## config.mk

```make
export PLATFORM = sky130hd
export DESIGN_NAME = fp_divider
export DESIGN_NICKNAME = d
export VERILOG_FILES = /design/src/rtl/fp_pkg.sv /design/src/rtl/fp_round.sv /design/src/rtl/fp_divider.sv
export SDC_FILE = /design/constraint.sdc
export NUM_CORES = 1
export LEC_CHECK = 0
export CAP_MARGIN = 20
export CORE_UTILIZATION = 60
export CTS_BUF_LIST = sky130_fd_sc_hd__clkbuf_8
export DETAILED_ROUTE_END_ITERATION = 6
export GPL_ROUTABILITY_DRIVEN = 0
export GPL_TIMING_DRIVEN = 0
export PLACE_DENSITY = 0.84
export SYNTH_ARGS = -nofsm -noshare
export SYNTH_HDL_FRONTEND = slang
export SYNTH_SLANG_ARGS = --single-unit
```

## constraint.sdc

```tcl
create_clock -name clk -period 6.15 [get_ports clk]
set_input_delay 1.23 -clock clk [delete_from_list [all_inputs] [get_ports clk]]
set_output_delay 1.23 -clock clk [all_outputs]
set_load 0.005 [all_outputs]
```

## src/rtl/fp_pkg.sv

```systemverilog
// Shared floating-point definitions: field widths, bias, rounding modes, FSM states.
// Latency: n/a (declarations only).
// Backpressure: n/a.
package fp_pkg;

  localparam int EXP_W  = 8;    // IEEE754 single exponent field
  localparam int MAN_W  = 23;   // IEEE754 single fraction field
  localparam int EXPI_W = 10;   // signed working exponent, wide enough for a-b+bias
  localparam int BIAS   = 127;

  localparam logic [1:0] RM_RNE = 2'b00;  // nearest, ties to even
  localparam logic [1:0] RM_RTZ = 2'b01;  // toward zero
  localparam logic [1:0] RM_RUP = 2'b10;  // toward +inf
  localparam logic [1:0] RM_RDN = 2'b11;  // toward -inf

  typedef enum logic [1:0] {
    S_IDLE  = 2'd0,
    S_DIV   = 2'd1,
    S_ROUND = 2'd2,
    S_DONE  = 2'd3
  } state_t;

endpackage

```

## src/rtl/fp_round.sv

```systemverilog
// GRS rounding of a normalized significand: decide increment, add, renormalize on carry.
// Latency: purely combinational.
// Backpressure: none; caller registers the outputs.
module fp_round
  import fp_pkg::*;
(
  input  logic              sign,
  input  logic [1:0]        rounding_mode,
  input  logic [MAN_W-1:0]  mant_in,
  input  logic              g,
  input  logic              r,
  input  logic              s,
  input  logic [EXPI_W-1:0] exp_in,
  output logic [MAN_W-1:0]  mant_out,
  output logic [EXP_W-1:0]  exp_field
);

  logic             inc;
  logic [MAN_W+1:0] sum;  // {carry, hidden, fraction}

  // Increment decision from guard/round/sticky and the requested direction
  always_comb begin
    inc = 1'b0;
    if ({g, r, s} != 3'b000) begin
      case (rounding_mode)
        RM_RNE:  inc = g & (r | s | mant_in[0]);
        RM_RTZ:  inc = 1'b0;
        RM_RUP:  inc = ~sign;
        default: inc = sign;
      endcase
    end
  end

  // Add the increment to the full significand; a carry out renormalizes by one
  always_comb begin
    sum = {1'b0, 1'b1, mant_in} + {{(MAN_W + 1){1'b0}}, inc};
    if (sum[MAN_W+1]) begin
      mant_out  = sum[MAN_W:1];
      exp_field = EXP_W'(exp_in + EXPI_W'(1));
    end else begin
      mant_out  = sum[MAN_W-1:0];
      exp_field = EXP_W'(exp_in);
    end
  end

endmodule

```

## src/rtl/fp_divider.sv

```systemverilog
// IEEE754 single divider: restoring radix-2 iteration, one quotient bit per cycle, then GRS round.
// Latency: result valid ITER+2 edges after accept; divide-by-zero result valid 1 edge after accept.
// Backpressure: result held in DONE until out_ready; in_ready low from accept until the cycle after the output handshake.
module fp_divider
  import fp_pkg::*;
#(
  parameter int ITER = 27
) (
  input  logic        clk,
  input  logic        rst_n,
  input  logic        in_valid,
  output logic        in_ready,
  input  logic [31:0] dividend,
  input  logic [31:0] divisor,
  input  logic [1:0]  rounding_mode,
  output logic        out_valid,
  input  logic        out_ready,
  output logic [31:0] result,
  output logic        div_by_zero
);

  localparam int CW = $clog2(ITER);

  state_t            state;
  logic [31:0]       a_q;
  logic [31:0]       b_q;
  logic [1:0]        rm_q;
  logic              unpacked;   // first DIV cycle unpacks operands and screens a zero divisor
  logic [CW-1:0]     cnt;
  logic [ITER-1:0]   quot;
  logic [MAN_W+1:0]  rem;        // partial remainder, always < 2*divisor significand
  logic [MAN_W:0]    dsr;        // divisor significand with hidden bit

  logic [MAN_W+2:0]  diff;
  logic              ge;
  logic [MAN_W+1:0]  rem_nx;

  logic              res_sign;
  logic [EXPI_W-1:0] exp_raw;
  logic [EXPI_W-1:0] exp_norm;
  logic [MAN_W-1:0]  n_man;
  logic              n_g;
  logic              n_r;
  logic              n_s;
  logic [MAN_W-1:0]  rnd_man;
  logic [EXP_W-1:0]  rnd_exp;

  // Single trial subtraction: keep the difference when it does not borrow
  always_comb begin
    diff   = {1'b0, rem} - {2'b00, dsr};
    ge     = ~diff[MAN_W+2];
    rem_nx = ge ? diff[MAN_W+1:0] : rem;
  end

  // Sign, biased exponent and quotient normalization into mantissa plus G/R/S
  always_comb begin
    res_sign = a_q[31] ^ b_q[31];
    exp_raw  = {2'b00, a_q[30:23]} - {2'b00, b_q[30:23]} + EXPI_W'(BIAS);
    if (quot[ITER-1]) begin
      n_man    = quot[ITER-2 -: MAN_W];
      n_g      = quot[2];
      n_r      = quot[1];
      n_s      = quot[0] | (|rem);
      exp_norm = exp_raw;
    end else begin
      n_man    = quot[ITER-3 -: MAN_W];
      n_g      = quot[1];
      n_r      = quot[0];
      n_s      = |rem;
      exp_norm = exp_raw - EXPI_W'(1);
    end
  end

  fp_round u_round (
    .sign          (res_sign),
    .rounding_mode (rm_q),
    .mant_in       (n_man),
    .g             (n_g),
    .r             (n_r),
    .s             (n_s),
    .exp_in        (exp_norm),
    .mant_out      (rnd_man),
    .exp_field     (rnd_exp)
  );

  // Control FSM with registered handshake outputs and the iteration datapath
  always_ff @(posedge clk or negedge rst_n) begin
    if (!rst_n) begin
      state       <= S_IDLE;
      in_ready    <= 1'b1;
      out_valid   <= 1'b0;
      result      <= '0;
      div_by_zero <= 1'b0;
      a_q         <= '0;
      b_q         <= '0;
      rm_q        <= RM_RNE;
      unpacked    <= 1'b0;
      cnt         <= '0;
      quot        <= '0;
      rem         <= '0;
      dsr         <= '0;
    end else begin
      case (state)
        S_IDLE: begin
          if (in_valid) begin
            a_q      <= dividend;
            b_q      <= divisor;
            rm_q     <= rounding_mode;
            unpacked <= 1'b0;
            in_ready <= 1'b0;
            state    <= S_DIV;
          end
        end
        S_DIV: begin
          if (!unpacked) begin
            if (b_q[30:0] == '0) begin
              result      <= {res_sign, {EXP_W{1'b1}}, {MAN_W{1'b0}}};
              div_by_zero <= 1'b1;
              out_valid   <= 1'b1;
              state       <= S_DONE;
            end else begin
              unpacked <= 1'b1;
              rem      <= {2'b01, a_q[MAN_W-1:0]};
              dsr      <= {1'b1, b_q[MAN_W-1:0]};
              quot     <= '0;
              cnt      <= CW'(ITER - 1);
            end
          end else begin
            quot <= {quot[ITER-2:0], ge};
            rem  <= rem_nx << 1;
            cnt  <= cnt - CW'(1);
            if (cnt == '0) begin
              state <= S_ROUND;
            end
          end
        end
        S_ROUND: begin
          result      <= {res_sign, rnd_exp, rnd_man};
          div_by_zero <= 1'b0;
          out_valid   <= 1'b1;
          state       <= S_DONE;
        end
        default: begin
          if (out_ready) begin
            out_valid <= 1'b0;
            in_ready  <= 1'b1;
            state     <= S_IDLE;
          end
        end
      endcase
    end
  end

endmodule

```

==> run summary <==
In the synthesized netlist the dominant register cell turns out to be sky130_fd_sc_hd__dfrtp_1. For this run, design rule violations remaining after detail routing come to 0. Detailed routing inserted a total of 8482 vias.

The die is 133 microns tall. The compound-cell area share of the yosys netlist is 16.2%. The standard cell with the maximum stage delay on the critical path was sky130_fd_sc_hd__buf_1. Total negative slack: 0 ns.

Clock-pin slew was measured on the worst setup and hold paths at 0.10 ns. The total half-perimeter wirelength after legalization and detailed placement came out at 18.9 mm. Between clock sinks in the finished design, the worst skew comes to 0.0179 ns. Broken down by cell family, the worst path's largest delay share belongs to compound AO/OA/AOI/OAI gates.

The run finished with clean final reports. The worst hold path begins at dsr[23]$_DFFE_PN0P_. The launch instance of the worst register-to-register path is quot[26]$_DFFE_PN0P_.

The proportion of synthesized area in mux cells is 9.50%. Input and output buffers added on the ports amount to 104. The finished layout holds 1382 standard cells, fillers aside. The yosys synthesis warning count was 0; the top cell type's share of synthesized area was 44.5%.

The cell area after layout is 0.0121 sq mm. The multi-input combinational cells in the finished layout cover a total of 0.00530 sq mm. Buffers inserted to repair hold after CTS numbered 0. The run gives 0 as the post-CTS repair timing setup buffer count.

The count of different cell masters after synthesis was 66; the power density relative to cell area was 558 mW/mm^2. After global routing, the most crowded layer is met2. For hold timing, the worst endpoint is dsr[23]$_DFFE_PN0P_.

The tools report the part of the total power dissipated in the clock network as 11.6%. Of the total synthesized cell area, the portion taken by XOR and XNOR cells is 6.38%. Post-synthesis sequential area ratio: 44.7%. Layout-stage area growth over the synthesis result: 16.5%. Setup violations remaining at the end of the flow were counted as 0.

The switching power was 3.02 mW. Final critical delay including setup and external delays: 4.89 ns. The die covers 0.0178 sq mm. The mapped cell area came out at 0.0104 sq mm. The logs give 303 uV for the worst ir drop on vdd and 1269 for the number of nets at the end of the flow.

The average footprint of a synthesized cell was 10.1 sq um; the pre-CTS setup slack was 1.48 ns. Of all nets on the critical path, the largest fanout is 10. The run gives 0 as the number of max-cap violations. The final count of hold timing violations was 0.

The worst register-to-register path has a setup slack of 1.26 ns. CTS built an H-tree with a depth of 4. Global routing consumed, over all layers together, 30.4% of the routing resources. The basic-gate share of the synthesized area counting and, or, nand and nor cells was 12.9%; the number of iterations in the first detailed-routing pass was 5. For this run, global-route usage on met3 was measured as 4.98%. For the pin with the worst max-slew slack, the measured transition is 0.827 ns. The number of synthesized register bits is 185, and the net count of the mapped netlist is 1145.

The number of cells on the worst reg-to-reg path is 16. The leakage power total came out at 5.21 nW. Type of element launching the critical path: a flop. Of the total power, the share spent switching nets is 44.9%.

The met1 global-route usage is 41.5%, and the routed via count divided by cell count is 6.14. The repair_antennas step left the layout with diodes totalling 0. The logs give 44.4% for the normalized max-slew margin and 1.26 ns for the final setup slack of the worst path.

The tools report the count of nets left with antenna violations after detail routing as 0. The initial antenna violation count is 1. Placed cell area: 0.0117 sq mm. The tools report the number of placed instances with taps included as 1350. Setup repair after global routing left no endpoint under its margin.

Counting flops with a built-in enable in the synthesized netlist gives 0. After synthesis, the cell types taking the most area are sky130_fd_sc_hd__dfrtp_1, sky130_fd_sc_hd__mux2_2, sky130_fd_sc_hd__ha_1. The logs give 6.58 ns for the data required time of the critical path and 3.70 mW for the cell-internal power. By area, the combinational part of the netlist is dominated by compound AO/OA/AOI/OAI gates. For the worst hold slack after final layout, the log shows 0.472 ns. Worst min-delay path category: flop to flop. The arithmetic-cell share of the synthesized area counting full adders, half adders and majority gates works out to 6.19%.

In the global route stage, met2 resource usage came out at 48.7%. Traced cell by cell, the critical path runs through buf_6 -> buf_2 -> buf_1 -> a211oi_1 -> nand4_1 -> o31ai_1 -> a211oi_1 -> ha_1 -> nand3_1 -> a21oi_1 -> nand3_1 -> xor2_1 -> mux2i_1 -> nand4_1 -> a21oi_1 -> a21o_1. Of the total power, registers draw 30.1%. The floorplan has 47 rows. Summed over all instances, the cell type with the most area after synthesis is sky130_fd_sc_hd__dfrtp_1. The detailed router finished its first iteration with 788 violations. The largest single stage delay on the critical path is 0.57 ns. The width of the die is 133 microns, and the buffering stage count on the worst path with inverters included is 3. The first global-routing pass estimated 42.3 mm of wire. The worst setup path is captured at a flop. TritonCTS built the clock tree. Entering global routing, the biggest net connects 99 pins.

The routed length per instance is 18.7 microns. Buffers inserted during clock tree synthesis total 17. Summed over all layers, the routed wires come to 25.9 mm. The final number of max-transition violations was 0; the fraction of layout instances using a drive strength above 1 was 9.81%. In the finished design, the share of the clock period the worst path needs comes to 79.5%.

Synthesis handed over a netlist of 1025 instances. The tools report the number of top-level pins as 105. The worst hold path was traced through 2 stages.

By startpoint and endpoint, the worst setup path is classified as flop to flop. In this run the critical register-to-register path is captured at result[6]$_DFFE_PN0P_. The proportion of register bits with asynchronous set or reset after synthesis works out to 100%. The tools report the total core area as 0.0167 sq mm. The tools report the clock sink count as 185.

The logs give 58.3% for the proportion of power drawn by combinational gates and 2 for the maximum buffer depth of the clock tree. For this run the aggregate overflow at the end of global routing stands at 0. The clock latency at the later pin of the worst-skew pair came out at 0.48 ns. Clock tree synthesis selected as its root buffer the cell sky130_fd_sc_hd__clkbuf_8. The tools report the highest clock frequency the design can meet as 0.204 GHz. Registers take 0.00463 sq mm. For this configuration, the core starts out at a cell density of 62.0%.

The total of fill cells in the finished design was 1246. Count of cells resized by post-cts repair: 0. For the arrival time at the worst endpoint, the log shows 5.32 ns.

Via count of the first global-routing pass: 8401.
worst max path at each step:
stage | to | from | cells after the start
2_1_floorplan | result[21]$_DFFE_PN0P_ | quot[26]$_DFFE_PN0P_ | 16
3_3_place_gp | a_q[28]$_DFFE_PN0P_ | rst_n | 1
3_5_place_dp | result[10]$_DFFE_PN0P_ | quot[26]$_DFFE_PN0P_ | 16
4_1_cts | result[6]$_DFFE_PN0P_ | quot[26]$_DFFE_PN0P_ | 16
5_1_grt | result[10]$_DFFE_PN0P_ | quot[26]$_DFFE_PN0P_ | 16
6_report | result[6]$_DFFE_PN0P_ | quot[26]$_DFFE_PN0P_ | 16
area by class of cell:
class	count	share of cell area (%)
timing repair buffer	105	8.90
clock buffer	17	1.94
sequential	185	38.4
inverter	53	1.65
buffer	55	1.89
tap	220	2.28
clock inverter	15	1.05
multi-input combinational	732	43.9
metal layers:
layer | routed length [microns] | part of all wire, %
met1 | 11100 | 43
met2 | 12300 | 47
met3 | 1790 | 6.9
met4 | 694 | 2.7
met5 | 13 | 0.050
worst register-to-register path, stage by stage, from the launching register on:
cell and delay (ns):
sky130_fd_sc_hd__dfrtp_1 0.46, sky130_fd_sc_hd__buf_6 0.19, sky130_fd_sc_hd__buf_2 0.31, sky130_fd_sc_hd__buf_1 0.57, sky130_fd_sc_hd__a211oi_1 0.18, sky130_fd_sc_hd__nand4_1 0.19, sky130_fd_sc_hd__o31ai_1 0.11, sky130_fd_sc_hd__a211oi_1 0.29
sky130_fd_sc_hd__ha_1 0.27, sky130_fd_sc_hd__nand3_1 0.13, sky130_fd_sc_hd__a21oi_1 0.57, sky130_fd_sc_hd__nand3_1 0.20, sky130_fd_sc_hd__xor2_1 0.19, sky130_fd_sc_hd__mux2i_1 0.44, sky130_fd_sc_hd__nand4_1 0.37, sky130_fd_sc_hd__a21oi_1 0.27
sky130_fd_sc_hd__a21o_1 0.10
logic make-up after synthesis:
kind of cell	after synthesis
muxes	90
and+or+nand+nor	264
xor gates and xnor gates	73
adders and majority gates	50
AOI/OAI and AO/OA	255
buffers and inverters	108
DFF	185
cell usage in the layout (no fill, tap or decap), types with 12 or more instances in the layout:
| cell | synthesis | routed |
|---|---|---|
| sky130_fd_sc_hd__nor2_1 | 46 | 46 |
| sky130_fd_sc_hd__mux2i_1 | 24 | 24 |
| sky130_fd_sc_hd__nand2_1 | 100 | 100 |
| sky130_fd_sc_hd__clkbuf_8 | 0 | 17 |
| sky130_fd_sc_hd__clkbuf_1 | 43 | 43 |
| sky130_fd_sc_hd__ha_1 | 48 | 48 |
| sky130_fd_sc_hd__nand4_1 | 13 | 13 |
| sky130_fd_sc_hd__a21oi_1 | 51 | 51 |
| sky130_fd_sc_hd__a21o_1 | 14 | 14 |
| sky130_fd_sc_hd__clkdlybuf4s50_1 | 0 | 103 |
| sky130_fd_sc_hd__xnor2_1 | 40 | 40 |
| sky130_fd_sc_hd__inv_1 | 53 | 56 |
| sky130_fd_sc_hd__o21ai_0 | 76 | 76 |
| sky130_fd_sc_hd__nor4_1 | 15 | 15 |
| sky130_fd_sc_hd__a22oi_1 | 16 | 16 |
| sky130_fd_sc_hd__mux2_2 | 66 | 66 |
| sky130_fd_sc_hd__and2_1 | 12 | 12 |
| sky130_fd_sc_hd__nand3_1 | 20 | 20 |
| sky130_fd_sc_hd__xor2_1 | 31 | 31 |
| sky130_fd_sc_hd__a22o_1 | 34 | 34 |
| sky130_fd_sc_hd__dfrtp_1 | 184 | 184 |
through the flow:
stage               utilization [%]  power [mW]
floorplan                         -        4.81
global placement               69.9        5.70
detailed placement             70.1        5.84
CTS                            72.2        6.66
global route                   72.2        7.20
finish                         72.2        6.73
synth_stat cells (13+ instances only):
master / n
sky130_fd_sc_hd__clkbuf_1: 43
sky130_fd_sc_hd__ha_1: 48
sky130_fd_sc_hd__nand3_1: 20
sky130_fd_sc_hd__xor2_1: 31
sky130_fd_sc_hd__nor2_1: 46
sky130_fd_sc_hd__xnor2_1: 40
sky130_fd_sc_hd__dfrtp_1: 184
sky130_fd_sc_hd__a22o_1: 34
sky130_fd_sc_hd__nand2_1: 100
sky130_fd_sc_hd__a22oi_1: 16
sky130_fd_sc_hd__mux2i_1: 24
sky130_fd_sc_hd__a21oi_1: 51
sky130_fd_sc_hd__mux2_2: 66
sky130_fd_sc_hd__a21o_1: 14
sky130_fd_sc_hd__nor4_1: 15
sky130_fd_sc_hd__inv_1: 53
sky130_fd_sc_hd__o21ai_0: 76
sky130_fd_sc_hd__nand4_1: 13
flip-flops by register name, indices dropped and copies added, names as in the netlist:
name	flops
a_q	32
b_q	32
result	32
quot	27
rem	25
dsr	24
cnt	5
rm_q	2
state	2
div_by_zero	1
in_ready	1
out_valid	1
unpacked	1
power groups by stage:
stage | Sequential, mW | Combinational [mW] | Clock, mW
floorplan | 1.92 | 2.89 | 0
CTS | 2.01 | 3.85 | 0.790
finish | 2.03 | 3.92 | 0.782
detailed placement | 2.03 | 3.80 | 0
global route | 2.07 | 4.30 | 0.833
global placement | 2.02 | 3.67 | 0
(Power assumes the default switching activity.)
